$ cat config.mk
export PLATFORM = sky130hd
export DESIGN_NAME = decode_ctrl_stage_flat
export DESIGN_NICKNAME = d
export VERILOG_FILES = /design/src/rtl/decode_ctrl_stage_if.sv /design/src/rtl/decode_ctrl_stage.sv /design/src/flat_wrapper.sv
export SDC_FILE = /design/constraint.sdc
export NUM_CORES = 1
export LEC_CHECK = 0
export ABC_AREA = 1
export BUFFER_PORTS_ARGS = -buffer_cell sky130_fd_sc_hd__buf_2
export CAP_MARGIN = 20
export CORE_UTILIZATION = 45
export DETAILED_ROUTE_END_ITERATION = 7
export PLACE_DENSITY = 0.8
export SYNTH_ARGS = -nofsm -noshare
export SYNTH_HDL_FRONTEND = slang
export SYNTH_SLANG_ARGS = --single-unit
$ cat constraint.sdc
create_clock -name clk_i -period 3 [get_ports clk_i]
set_input_delay 0.6 -clock clk_i [delete_from_list [all_inputs] [get_ports clk_i]]
set_output_delay 0.6 -clock clk_i [all_outputs]
set_load 0.005 [all_outputs]
$ cat src/rtl/decode_ctrl_stage_if.sv
// ID/EX decode stage bus.
//   master : upstream side (drives valid_i, instr_i, flush_i; observes stall_o and ex_*)
//   slave  : decode_ctrl_stage itself
// Signals:
//   valid_i, instr_i[31:0] : instruction from IF/ID
//   flush_i                : kill the instruction in ID and EX
//   stall_o                : IF/ID must hold its contents
//   ex_*                   : ID/EX pipeline register contents (control bundle and fields)
interface decode_ctrl_stage_if #(
    parameter int unsigned REG_ADDR_W = 5
);
    logic                  valid_i;
    logic [31:0]           instr_i;
    logic                  flush_i;
    logic                  stall_o;
    logic                  ex_valid_o;
    logic [3:0]            ex_alu_op_o;
    logic [2:0]            ex_imm_select_o;
    logic                  ex_alu_src_o;
    logic                  ex_alu_pc_o;
    logic                  ex_add_sum_reg_o;
    logic                  ex_reg_write_o;
    logic                  ex_mem_rd_o;
    logic                  ex_mem_wr_o;
    logic                  ex_mem_to_reg_o;
    logic                  ex_branch_o;
    logic                  ex_muldiv_o;
    logic                  ex_illegal_o;
    logic [REG_ADDR_W-1:0] ex_rd_o;
    logic [REG_ADDR_W-1:0] ex_rs1_o;
    logic [REG_ADDR_W-1:0] ex_rs2_o;
    logic [2:0]            ex_funct3_o;
    logic [6:0]            ex_funct7_o;

    modport master (
        output valid_i, instr_i, flush_i,
        input  stall_o, ex_valid_o, ex_alu_op_o, ex_imm_select_o, ex_alu_src_o, ex_alu_pc_o,
        input  ex_add_sum_reg_o, ex_reg_write_o, ex_mem_rd_o, ex_mem_wr_o, ex_mem_to_reg_o,
        input  ex_branch_o, ex_muldiv_o, ex_illegal_o, ex_rd_o, ex_rs1_o, ex_rs2_o,
        input  ex_funct3_o, ex_funct7_o
    );

    modport slave (
        input  valid_i, instr_i, flush_i,
        output stall_o, ex_valid_o, ex_alu_op_o, ex_imm_select_o, ex_alu_src_o, ex_alu_pc_o,
        output ex_add_sum_reg_o, ex_reg_write_o, ex_mem_rd_o, ex_mem_wr_o, ex_mem_to_reg_o,
        output ex_branch_o, ex_muldiv_o, ex_illegal_o, ex_rd_o, ex_rs1_o, ex_rs2_o,
        output ex_funct3_o, ex_funct7_o
    );
endinterface

$ cat src/rtl/decode_ctrl_stage.sv
// Registered RV32I/M instruction-decode control stage (ID/EX pipeline register).
// Decodes instr_i into a control bundle, detects load-use hazards against the load in EX,
// holds EX for multi-cycle MUL/DIV ops and applies flushes.
// Ports:
//   clk_i   : clock, rising edge
//   rst_n_i : asynchronous active-low reset
//   bus     : decode_ctrl_stage_if.slave (valid_i/instr_i/flush_i in; stall_o and ex_* out)
module decode_ctrl_stage #(
    parameter int unsigned REG_ADDR_W  = 5,
    parameter int unsigned ENABLE_M    = 1,
    parameter int unsigned MUL_LATENCY = 3,
    parameter int unsigned DIV_LATENCY = 34
) (
    input  logic                 clk_i,
    input  logic                 rst_n_i,
    decode_ctrl_stage_if.slave   bus
);
    localparam int unsigned MaxLat = (MUL_LATENCY > DIV_LATENCY) ? MUL_LATENCY : DIV_LATENCY;
    localparam int unsigned CntW   = $clog2(MaxLat + 1);

    typedef struct packed {
        logic                  valid;
        logic [3:0]            alu_op;
        logic [2:0]            imm_sel;
        logic                  alu_src;
        logic                  alu_pc;
        logic                  add_sum_reg;
        logic                  reg_write;
        logic                  mem_rd;
        logic                  mem_wr;
        logic                  mem_to_reg;
        logic                  branch;
        logic                  muldiv;
        logic                  illegal;
        logic [REG_ADDR_W-1:0] rd;
        logic [REG_ADDR_W-1:0] rs1;
        logic [REG_ADDR_W-1:0] rs2;
        logic [2:0]            funct3;
        logic [6:0]            funct7;
    } ex_bundle_t;

    ex_bundle_t     dec;
    ex_bundle_t     ex_d, ex_q;
    logic [CntW-1:0] cnt_d, cnt_q;
    logic            use_rs1, use_rs2;
    logic            busy, lu;
    logic [6:0]      opcode;
    logic [CntW-1:0] cnt_load;

    assign opcode   = bus.instr_i[6:0];
    // funct3[2] separates DIV/REM* from MUL*
    assign cnt_load = bus.instr_i[14] ? CntW'(DIV_LATENCY - 1) : CntW'(MUL_LATENCY - 1);

    // Combinational decode of the instruction sitting in ID.
    always_comb begin
        dec     = '0;
        use_rs1 = 1'b0;
        use_rs2 = 1'b0;
        if (bus.valid_i) begin
            dec.valid  = 1'b1;
            dec.rd     = bus.instr_i[7 +: REG_ADDR_W];
            dec.rs1    = bus.instr_i[15 +: REG_ADDR_W];
            dec.rs2    = bus.instr_i[20 +: REG_ADDR_W];
            dec.funct3 = bus.instr_i[14:12];
            dec.funct7 = bus.instr_i[31:25];
            case (opcode)
                7'b0000000: ; // bubble
                7'b0110011: begin
                    if (bus.instr_i[31:25] == 7'b0000001 && ENABLE_M == 0) begin
                        dec.illegal = 1'b1;
                    end else begin
                        dec.alu_op    = 4'b0000;
                        dec.reg_write = 1'b1;
                        dec.muldiv    = (bus.instr_i[31:25] == 7'b0000001);
                        use_rs1       = 1'b1;
                        use_rs2       = 1'b1;
                    end
                end
                7'b0010011: begin
                    dec.alu_op    = 4'b0101;
                    dec.alu_src   = 1'b1;
                    dec.reg_write = 1'b1;
                    use_rs1       = 1'b1;
                end
                7'b0000011: begin
                    dec.alu_op     = 4'b0110;
                    dec.alu_src    = 1'b1;
                    dec.reg_write  = 1'b1;
                    dec.mem_rd     = 1'b1;
                    dec.mem_to_reg = 1'b1;
                    use_rs1        = 1'b1;
                end
                7'b0100011: begin
                    dec.alu_op  = 4'b0110;
                    dec.alu_src = 1'b1;
                    dec.mem_wr  = 1'b1;
                    dec.imm_sel = 3'b001;
                    use_rs1     = 1'b1;
                    use_rs2     = 1'b1;
                end
                7'b1100011: begin
                    dec.alu_op  = 4'b0010;
                    dec.branch  = 1'b1;
                    dec.imm_sel = 3'b010;
                    use_rs1     = 1'b1;
                    use_rs2     = 1'b1;
                end
                7'b1101111: begin
                    dec.alu_op    = 4'b0011;
                    dec.alu_pc    = 1'b1;
                    dec.reg_write = 1'b1;
                    dec.branch    = 1'b1;
                    dec.imm_sel   = 3'b100;
                end
                7'b1100111: begin
                    dec.alu_op      = 4'b0011;
                    dec.alu_pc      = 1'b1;
                    dec.add_sum_reg = 1'b1;
                    dec.branch      = 1'b1;
                    dec.reg_write   = 1'b1;
                    use_rs1         = 1'b1;
                end
                7'b0110111: begin
                    dec.alu_op    = 4'b0001;
                    dec.alu_src   = 1'b1;
                    dec.reg_write = 1'b1;
                    dec.imm_sel   = 3'b011;
                end
                7'b0010111: begin
                    dec.alu_op    = 4'b0100;
                    dec.alu_src   = 1'b1;
                    dec.alu_pc    = 1'b1;
                    dec.reg_write = 1'b1;
                    dec.imm_sel   = 3'b011;
                end
                default: dec.illegal = 1'b1;
            endcase
        end
    end

    assign busy = (cnt_q != '0);
    // Only the load in EX is checked; later producers are covered by forwarding.
    assign lu = bus.valid_i & ex_q.valid & ex_q.mem_rd & (ex_q.rd != '0) &
                ((use_rs1 & (dec.rs1 == ex_q.rd)) | (use_rs2 & (dec.rs2 == ex_q.rd)));
    assign bus.stall_o = (busy | lu) & ~bus.flush_i;

    always_comb begin
        ex_d  = ex_q;
        cnt_d = cnt_q;
        if (bus.flush_i) begin
            ex_d  = '0;
            cnt_d = '0;
        end else if (busy) begin
            cnt_d = cnt_q - 1'b1;
        end else if (lu) begin
            ex_d = '0;
        end else begin
            ex_d = dec;
            if (dec.muldiv) begin
                cnt_d = cnt_load;
            end
        end
    end

    always_ff @(posedge clk_i or negedge rst_n_i) begin
        if (!rst_n_i) begin
            ex_q  <= '0;
            cnt_q <= '0;
        end else begin
            ex_q  <= ex_d;
            cnt_q <= cnt_d;
        end
    end

    assign bus.ex_valid_o       = ex_q.valid;
    assign bus.ex_alu_op_o      = ex_q.alu_op;
    assign bus.ex_imm_select_o  = ex_q.imm_sel;
    assign bus.ex_alu_src_o     = ex_q.alu_src;
    assign bus.ex_alu_pc_o      = ex_q.alu_pc;
    assign bus.ex_add_sum_reg_o = ex_q.add_sum_reg;
    assign bus.ex_reg_write_o   = ex_q.reg_write;
    assign bus.ex_mem_rd_o      = ex_q.mem_rd;
    assign bus.ex_mem_wr_o      = ex_q.mem_wr;
    assign bus.ex_mem_to_reg_o  = ex_q.mem_to_reg;
    assign bus.ex_branch_o      = ex_q.branch;
    assign bus.ex_muldiv_o      = ex_q.muldiv;
    assign bus.ex_illegal_o     = ex_q.illegal;
    assign bus.ex_rd_o          = ex_q.rd;
    assign bus.ex_rs1_o         = ex_q.rs1;
    assign bus.ex_rs2_o         = ex_q.rs2;
    assign bus.ex_funct3_o      = ex_q.funct3;
    assign bus.ex_funct7_o      = ex_q.funct7;
endmodule
$ cat src/flat_wrapper.sv
// flat-port wrapper written by rule: the top's interface ports become plain ports
module decode_ctrl_stage_flat 
#(
    parameter int unsigned REG_ADDR_W  = 5,
    parameter int unsigned ENABLE_M    = 1,
    parameter int unsigned MUL_LATENCY = 3,
    parameter int unsigned DIV_LATENCY = 34
)
  (clk_i, rst_n_i, bus_valid_i, bus_instr_i, bus_flush_i, bus_stall_o, bus_ex_valid_o, bus_ex_alu_op_o, bus_ex_imm_select_o, bus_ex_alu_src_o, bus_ex_alu_pc_o, bus_ex_add_sum_reg_o, bus_ex_reg_write_o, bus_ex_mem_rd_o, bus_ex_mem_wr_o, bus_ex_mem_to_reg_o, bus_ex_branch_o, bus_ex_muldiv_o, bus_ex_illegal_o, bus_ex_rd_o, bus_ex_rs1_o, bus_ex_rs2_o, bus_ex_funct3_o, bus_ex_funct7_o);
  decode_ctrl_stage_if #(.REG_ADDR_W(REG_ADDR_W)) bus_i ();
  input  logic clk_i;
  input  logic rst_n_i;
  input wire logic [$bits(bus_i.valid_i)-1:0] bus_valid_i;
  input wire logic [$bits(bus_i.instr_i)-1:0] bus_instr_i;
  input wire logic [$bits(bus_i.flush_i)-1:0] bus_flush_i;
  output wire logic [$bits(bus_i.stall_o)-1:0] bus_stall_o;
  output wire logic [$bits(bus_i.ex_valid_o)-1:0] bus_ex_valid_o;
  output wire logic [$bits(bus_i.ex_alu_op_o)-1:0] bus_ex_alu_op_o;
  output wire logic [$bits(bus_i.ex_imm_select_o)-1:0] bus_ex_imm_select_o;
  output wire logic [$bits(bus_i.ex_alu_src_o)-1:0] bus_ex_alu_src_o;
  output wire logic [$bits(bus_i.ex_alu_pc_o)-1:0] bus_ex_alu_pc_o;
  output wire logic [$bits(bus_i.ex_add_sum_reg_o)-1:0] bus_ex_add_sum_reg_o;
  output wire logic [$bits(bus_i.ex_reg_write_o)-1:0] bus_ex_reg_write_o;
  output wire logic [$bits(bus_i.ex_mem_rd_o)-1:0] bus_ex_mem_rd_o;
  output wire logic [$bits(bus_i.ex_mem_wr_o)-1:0] bus_ex_mem_wr_o;
  output wire logic [$bits(bus_i.ex_mem_to_reg_o)-1:0] bus_ex_mem_to_reg_o;
  output wire logic [$bits(bus_i.ex_branch_o)-1:0] bus_ex_branch_o;
  output wire logic [$bits(bus_i.ex_muldiv_o)-1:0] bus_ex_muldiv_o;
  output wire logic [$bits(bus_i.ex_illegal_o)-1:0] bus_ex_illegal_o;
  output wire logic [$bits(bus_i.ex_rd_o)-1:0] bus_ex_rd_o;
  output wire logic [$bits(bus_i.ex_rs1_o)-1:0] bus_ex_rs1_o;
  output wire logic [$bits(bus_i.ex_rs2_o)-1:0] bus_ex_rs2_o;
  output wire logic [$bits(bus_i.ex_funct3_o)-1:0] bus_ex_funct3_o;
  output wire logic [$bits(bus_i.ex_funct7_o)-1:0] bus_ex_funct7_o;
  assign bus_i.valid_i = bus_valid_i;
  assign bus_i.instr_i = bus_instr_i;
  assign bus_i.flush_i = bus_flush_i;
  assign bus_stall_o = bus_i.stall_o;
  assign bus_ex_valid_o = bus_i.ex_valid_o;
  assign bus_ex_alu_op_o = bus_i.ex_alu_op_o;
  assign bus_ex_imm_select_o = bus_i.ex_imm_select_o;
  assign bus_ex_alu_src_o = bus_i.ex_alu_src_o;
  assign bus_ex_alu_pc_o = bus_i.ex_alu_pc_o;
  assign bus_ex_add_sum_reg_o = bus_i.ex_add_sum_reg_o;
  assign bus_ex_reg_write_o = bus_i.ex_reg_write_o;
  assign bus_ex_mem_rd_o = bus_i.ex_mem_rd_o;
  assign bus_ex_mem_wr_o = bus_i.ex_mem_wr_o;
  assign bus_ex_mem_to_reg_o = bus_i.ex_mem_to_reg_o;
  assign bus_ex_branch_o = bus_i.ex_branch_o;
  assign bus_ex_muldiv_o = bus_i.ex_muldiv_o;
  assign bus_ex_illegal_o = bus_i.ex_illegal_o;
  assign bus_ex_rd_o = bus_i.ex_rd_o;
  assign bus_ex_rs1_o = bus_i.ex_rs1_o;
  assign bus_ex_rs2_o = bus_i.ex_rs2_o;
  assign bus_ex_funct3_o = bus_i.ex_funct3_o;
  assign bus_ex_funct7_o = bus_i.ex_funct7_o;
  decode_ctrl_stage #(.REG_ADDR_W(REG_ADDR_W), .ENABLE_M(ENABLE_M), .MUL_LATENCY(MUL_LATENCY), .DIV_LATENCY(DIV_LATENCY)) u_core (.clk_i(clk_i), .rst_n_i(rst_n_i), .bus(bus_i));
endmodule
==> results of run 1 <==
path summary, 6_finish.rpt:
path	slack, ns	to	start
min in group clk_i	0.52	u_core.bus.ex_funct3_o[0]	u_core.bus.ex_funct3_o[0]
min reg2reg	0.52	u_core.bus.ex_funct3_o[0]	u_core.bus.ex_funct3_o[0]
max reg2reg	0.84	u_core.bus.ex_rd_o[0]	u_core.cnt_q[0]
min	0.25	u_core.bus.ex_rd_o[4]	rst_n_i
max	0.37	bus_stall_o	bus_instr_i[3]
max in group asynchronous	2.24	u_core.bus.ex_mem_rd_o	rst_n_i
layout make-up:
class                      count  area share [%]
sequential                    47            38.4
multi-input combinational    222            37.2
timing repair buffer          82            14.1
inverter                      33            4.12
clock buffer                   8            3.27
tap                           72            2.94
metrics by stage:
stage / area [µm²] / utilization [%]
2_1_floorplan: 2570 / -
5_1_grt: 3070 / 55.7
3_3_place_gp: 2950 / 53.5
6_report: 3070 / 55.7
3_5_place_dp: 2950 / 53.5
4_1_cts: 3050 / 55.3
cell usage in the layout, fill, tap and decap left out, drive strengths merged, types with 5 or more instances in the layout:
master / synthesis / final
inv: 32 / 32
o21ai: 29 / 29
dfrtp: 47 / 47
clkbuf: 7 / 8
a21oi: 5 / 5
nor2: 27 / 27
nand3: 69 / 69
nand2: 67 / 67
nor3: 5 / 5
buf: 11 / 82
xor2: 5 / 5
sequential cells by signal (all words and copies together) (netlist names), 3 cells and up:
register                    count
u_core.bus.ex_funct7_o          7
u_core.cnt_q                    6
u_core.bus.ex_rd_o              5
u_core.bus.ex_rs1_o             5
u_core.bus.ex_rs2_o             5
u_core.bus.ex_alu_op_o          3
u_core.bus.ex_funct3_o          3
u_core.bus.ex_imm_select_o      3
logic make-up (layout without fill, tap and decap cells):
group	after synthesis	after routing	synth area share, %
AND/OR/NAND/NOR	175	175	31.6
adder cells (fa/ha/maj)	2	2	0.972
AO/OA/AOI/OAI	38	38	9.53
flip-flops	47	47	45.7
buffers and inverters	51	123	10.0
other	1	1	0.146
XOR/XNOR	6	6	2.04
metal layers:
metal  vias to the layer above  track usage, %  routed length (µm)
met3                         8            4.47                 385
met1                      1162            31.4                2960
met2                        84            38.9                3200
li1                       1185               -                   -
met5                         -               0                   0
met4                         0            5.66                  78
report_power, final:
group	internal [µW]	switching, µW
registers	733	68.5
clock network	211	207
logic	240	451
critical path: stages:
cell     delay, ns
buf_2         0.12
inv_1         0.10
nand2_1       0.09
nor2_2        0.21
o21ai_0       0.15
nor2_1        0.12
nand2_1       0.05
nand2_1       0.09
nand2_4       0.19
a21oi_2       0.18
buf_2         0.12
==> metrics.cfg, run 1 <==
[floorplanning]
width_of_the_die_um=77.6
coreArea_um2=5510
row_count=27
initial_util_pct=46.7
die_y_um=77.6
boundaryPins=80
die_outline_area_um2=6030

[grt]
grt_max_degree=48
via_count_of_the_first_global_routing_pass=2269
grt_pass1_wl_um=11000
initial_antenna_violation_count=0
track_usage_pct=23.4
grt_overflow_total=0

[finish]
diodes=0
nets=429
syn_to_final_growth_pct=19.1
fillerInstances=542
sequential_cell_area_um2=1180
footprint_of_the_multi_input_gates_um2=1140
layout-drive-gt1-share_pct=28.6
instances_no_fill=464

[drt]
detail-route-antenna-nets=0
wl_per_cell_um=14.3
drt_wl_total_um=6620
total_number_of_vias=2439
drtPass1Iterations=5
post_drt_via_cell_ratio=5.26
count_of_unresolved_drc_violations_after_routing=0
detail_route.iter0.violations=167

[sta]
slew_headroom_pct=62.5
skew_ns=0.00366
tightest_slew_ns=0.560
final.period_utilization_pct=87.5
layout_setup_ws_ns=0.374
maxSlewViolCount=0
maxClockFrequency_mhz=381
timing.setup.tns_ns=0
hold_slack_ns=0.250
rsz0062_at_grt=no
min_period_ns=2.63
hold_viol=0
finalSetupViolCount=0

[cts]
ctsRootBufferMaster=clkbuf_8
cts_buffer_depth=2
tritoncts_clock_tree=yes
number_of_setup_buffers_added_after_cts=0
post_cts.resized_instances=0
clkSlewWorstSetupHoldPaths_ns=0.08
cts_max_level=2
numCtsBuffers=5
cts.sink_count=47
clock_latency_ns=0.30
cts.hold.buffers_added=0

[critical_path]
critPathMaxFanout=24
reg2regPathDepth=9
crit_path_start_kind=input pin
worst-setup-path-type=input pin to output port
worst-endpoint-required_ns=2.40
critical_path_arrival_ns=2.03
timing.critical_path.to_type=output port

[power_and_ir_drop]
ir_worst_vdd_uv=249
p_per_area_nw_per_um2=623
leakagePower_uw=0.00169
finalPower_uw=1910

[synthesis]
avgSynthCellArea_um2=8.04
synth.most_common_cell=nand3_1
post_synth_instance_area_um2=2570
synth_edf_count=0
synth.yosys.seq_area_share_pct=45.7
synth_top_cell_by_area=dfrtp_1
postSynth.topFlopCell=dfrtp_1
synth_top_cells_by_count=nand3_1, nand2_1, dfrtp_1
synthesis.yosys.warnings=0
synth_top_area_share_pct=45.7
synthTopCellsByArea=dfrtp_1, nand3_1, nand2_1
syn-instance-count=320
postSynthRegisterBits=47
synth_unique_cells=36
syn_nets=358
proportion_of_register_bits_with_asynchronous_set_or_reset_after_synthesis_pct=100

[place]
dp_hpwl_um=4820
post-place-cells=455
preCtsSetupSlack_ns=0.405
numPortBuffers=78
routabilityCongestion=0.835

[outcome]
status=finished clean

[hold_path]
timing.hold.worst.class=input pin to asynchronous set/reset pin

[run]
maxCapViolCount=0

(Power assumes the default switching activity.)
==> run 2: changes to the inputs <==
--- a/config.mk
+++ b/config.mk
@@ -5,7 +5,6 @@
 export SDC_FILE = /design/constraint.sdc
 export NUM_CORES = 1
 export LEC_CHECK = 0
-export ABC_AREA = 1
 export BUFFER_PORTS_ARGS = -buffer_cell sky130_fd_sc_hd__buf_2
 export CAP_MARGIN = 20
 export CORE_UTILIZATION = 45
==> constraint.sdc (replaced) <==
create_clock -name clk_i -period 3 [get_ports clk_i]
set_input_delay 0.3 -clock clk_i [delete_from_list [all_inputs] [get_ports clk_i]]
set_output_delay 0.3 -clock clk_i [all_outputs]
set_load 0.005 [all_outputs]
==> run 2 against run 1 <==
Design area shrank 4.5%. Global-route usage shrank 2.7 points. Fmax increased by 11%. Via count decreased by 15%. Die area fell by 4.8%. Routed wire length shrank 15%. Setup slack better by 0.27 ns. Hold slack lost 0.028 ns. Cell count decreased by 22%. Synthesized cell count decreased by 29%. Critical path type is now flop to flop. Highest routed layer unchanged.
==> metrics.cfg, run 2 <==
[outcome]
status=finished clean

[floorplanning]
die_outline_area_um2=5730
initial_util_pct=47.3
coreArea_um2=5170
boundaryPins=80
width_of_the_die_um=75.7
row_count=26
die_y_um=75.7

[synthesis]
synthesis.yosys.warnings=0
syn_nets=265
synth_edf_count=0
synth_unique_cells=49
post_synth_instance_area_um2=2450
postSynth.topFlopCell=dfrtp_1
synth.most_common_cell=dfrtp_1
synthTopCellsByArea=dfrtp_1, a22o_1, xnor2_1
avgSynthCellArea_um2=10.8
synth_top_area_share_pct=48.1
postSynthRegisterBits=47
syn-instance-count=227
synth_top_cells_by_count=dfrtp_1, a22o_1, nor2_1
synth.yosys.seq_area_share_pct=48.1
proportion_of_register_bits_with_asynchronous_set_or_reset_after_synthesis_pct=100
synth_top_cell_by_area=dfrtp_1

[finish]
diodes=0
most-common-layout-cells=buf_2, dfrtp_1, a22o_1
footprint_of_the_multi_input_gates_um2=1120
layout-drive-gt1-share_pct=32.7
fillerInstances=467
nets=332
post-route-cell-area_um2=2930
largest_register_ffs=7
syn_to_final_growth_pct=19.7
sequential_cell_area_um2=1180
layout_commonest_cell=buf_2

[cts]
cts_buffer_depth=2
tritoncts_clock_tree=yes
ctsRootBufferMaster=clkbuf_8
clkSlewWorstSetupHoldPaths_ns=0.08
cts.sink_count=47
cts_max_level=2
number_of_setup_buffers_added_after_cts=0
clock_latency_ns=0.29
numCtsBuffers=5

[grt]
grt_pass1_wl_um=8830
initial_antenna_violation_count=0
via_count_of_the_first_global_routing_pass=1831
track_usage_pct=20.7
grt_max_degree=48
grt_overflow_total=0

[power_and_ir_drop]
ir_worst_vdd_uv=329
leakagePower_uw=0.00150
p_per_area_nw_per_um2=630

[place]
dp_hpwl_um=4080
numPortBuffers=78
preCtsSetupSlack_ns=0.680
placed_area_um2=2810
routabilityCongestion=0.824

[sta]
rsz0062_at_grt=no
finalSetupViolCount=0
slew_headroom_pct=44.2
tightest_slew_ns=0.836
maxClockFrequency_mhz=425
final.period_utilization_pct=78.5
min_period_ns=2.36
maxSlewViolCount=0
timing.setup.tns_ns=0
hold_viol=0
skew_ns=0.00298
layout_setup_ws_ns=0.644

[critical_path]
timing.critical_path.cells=inv_1 -> ha_1 -> and3b_1 -> nor2_2 -> buf_4 -> a22o_1
worst-endpoint-required_ns=3.24
critPathMaxFanout=21
worst-path-buf-inv=2
critical_path_arrival_ns=2.59
critical_path_max_stage_delay_ns=0.66
cp_slowest_cell=nor2_2
crit_path_start_kind=flop
path_delay_family=simple AND/OR/NAND/NOR gates
timing.critical_path.to_type=flop
worst-setup-path-type=flop to flop

[run]
maxCapViolCount=0

[drt]
count_of_unresolved_drc_violations_after_routing=0
post_drt_via_cell_ratio=5.68
detail-route-antenna-nets=0
detail_route.iter0.violations=102
drt_wl_total_um=5630
total_number_of_vias=2067
wl_per_cell_um=15.5
drtPass1Iterations=4

[hold_path]
timing.hold.worst.class=input pin to flop

run 2: changes by cell type after synthesis, sizes merged, moves of 4 or more:
cell,change
a32o,+5
o21ai,-23
nor3,+5
nor2b,+4
a21o,+4
nand2,-58
a22o,+34
nand3,-64
inv,-28
xnor2,+7
nor2,-11
run 2: what timing repair did:
action,in CTS,in global routing
resized for setup,0,0
endpoints found under the hold margin,0,17
hold buffers,0,1
run 2: through the flow:
step	std cells	power, µW	hold slack, ns	util [%]
2_1_floorplan	227	1270	0.00441	-
3_3_place_gp	355	1440	0.484	54.3
3_5_place_dp	355	1460	0.480	54.3
4_1_cts	362	1850	0.217	56.0
5_1_grt	364	1970	0.208	56.6
6_report	364	1840	0.222	56.6
run 2: power breakdown:
part | switching, µW | total (µW) | internal, µW
logic | 368 | 639 | 271
clock network | 205 | 386 | 181
registers | 87.5 | 819 | 732
run 2: path summary, 6_finish.rpt:
kind	startpoint	end	slack (ns)	depth (start not counted)
hold reg to reg	u_core.bus.ex_rs2_o[1]	u_core.bus.ex_rs2_o[1]	0.51	1
setup / recovery	u_core.cnt_q[0]	u_core.bus.ex_funct3_o[2]	0.64	6
max in group asynchronous	rst_n_i	u_core.cnt_q[0]	1.99	3
hold / removal	bus_instr_i[7]	u_core.bus.ex_rd_o[0]	0.22	2
setup reg to reg	u_core.cnt_q[0]	u_core.bus.ex_funct3_o[2]	0.64	6
min in group asynchronous	rst_n_i	u_core.bus.ex_funct3_o[1]	0.50	2
run 2: per-layer routing:
layer,vias to the layer above,GRT usage (%),share of wire (%)
met3,5,5.03,5.9
li1,980,-,-
met2,82,31.8,46
met4,0,8.44,1.2
met1,1000,28.1,46
met5,-,0,0
run 2: final cells by class:
cell class                 instances  area share [%]
tap                               70            2.99
clock buffer                       6            2.82
inverter                           4           0.513
clock inverter                     1           0.171
multi-input combinational        153            38.2
sequential                        47            40.2
timing repair buffer              83            15.1
run 2: logic make-up (layout without fill, tap and decap cells):
| group | after synthesis | in the layout | share of synthesized area (%) |
|---|---|---|---|
| DFF | 47 | 47 | 48.1 |
| and+or+nand+nor | 68 | 68 | 15.8 |
| xor gates and xnor gates | 11 | 11 | 3.94 |
| AOI/OAI and AO/OA | 69 | 69 | 23.9 |
| adders and majority gates | 2 | 2 | 1.02 |
| other | 1 | 1 | 0.153 |
| buffers and inverters | 27 | 94 | 6.29 |
| muxes | 2 | 2 | 0.818 |
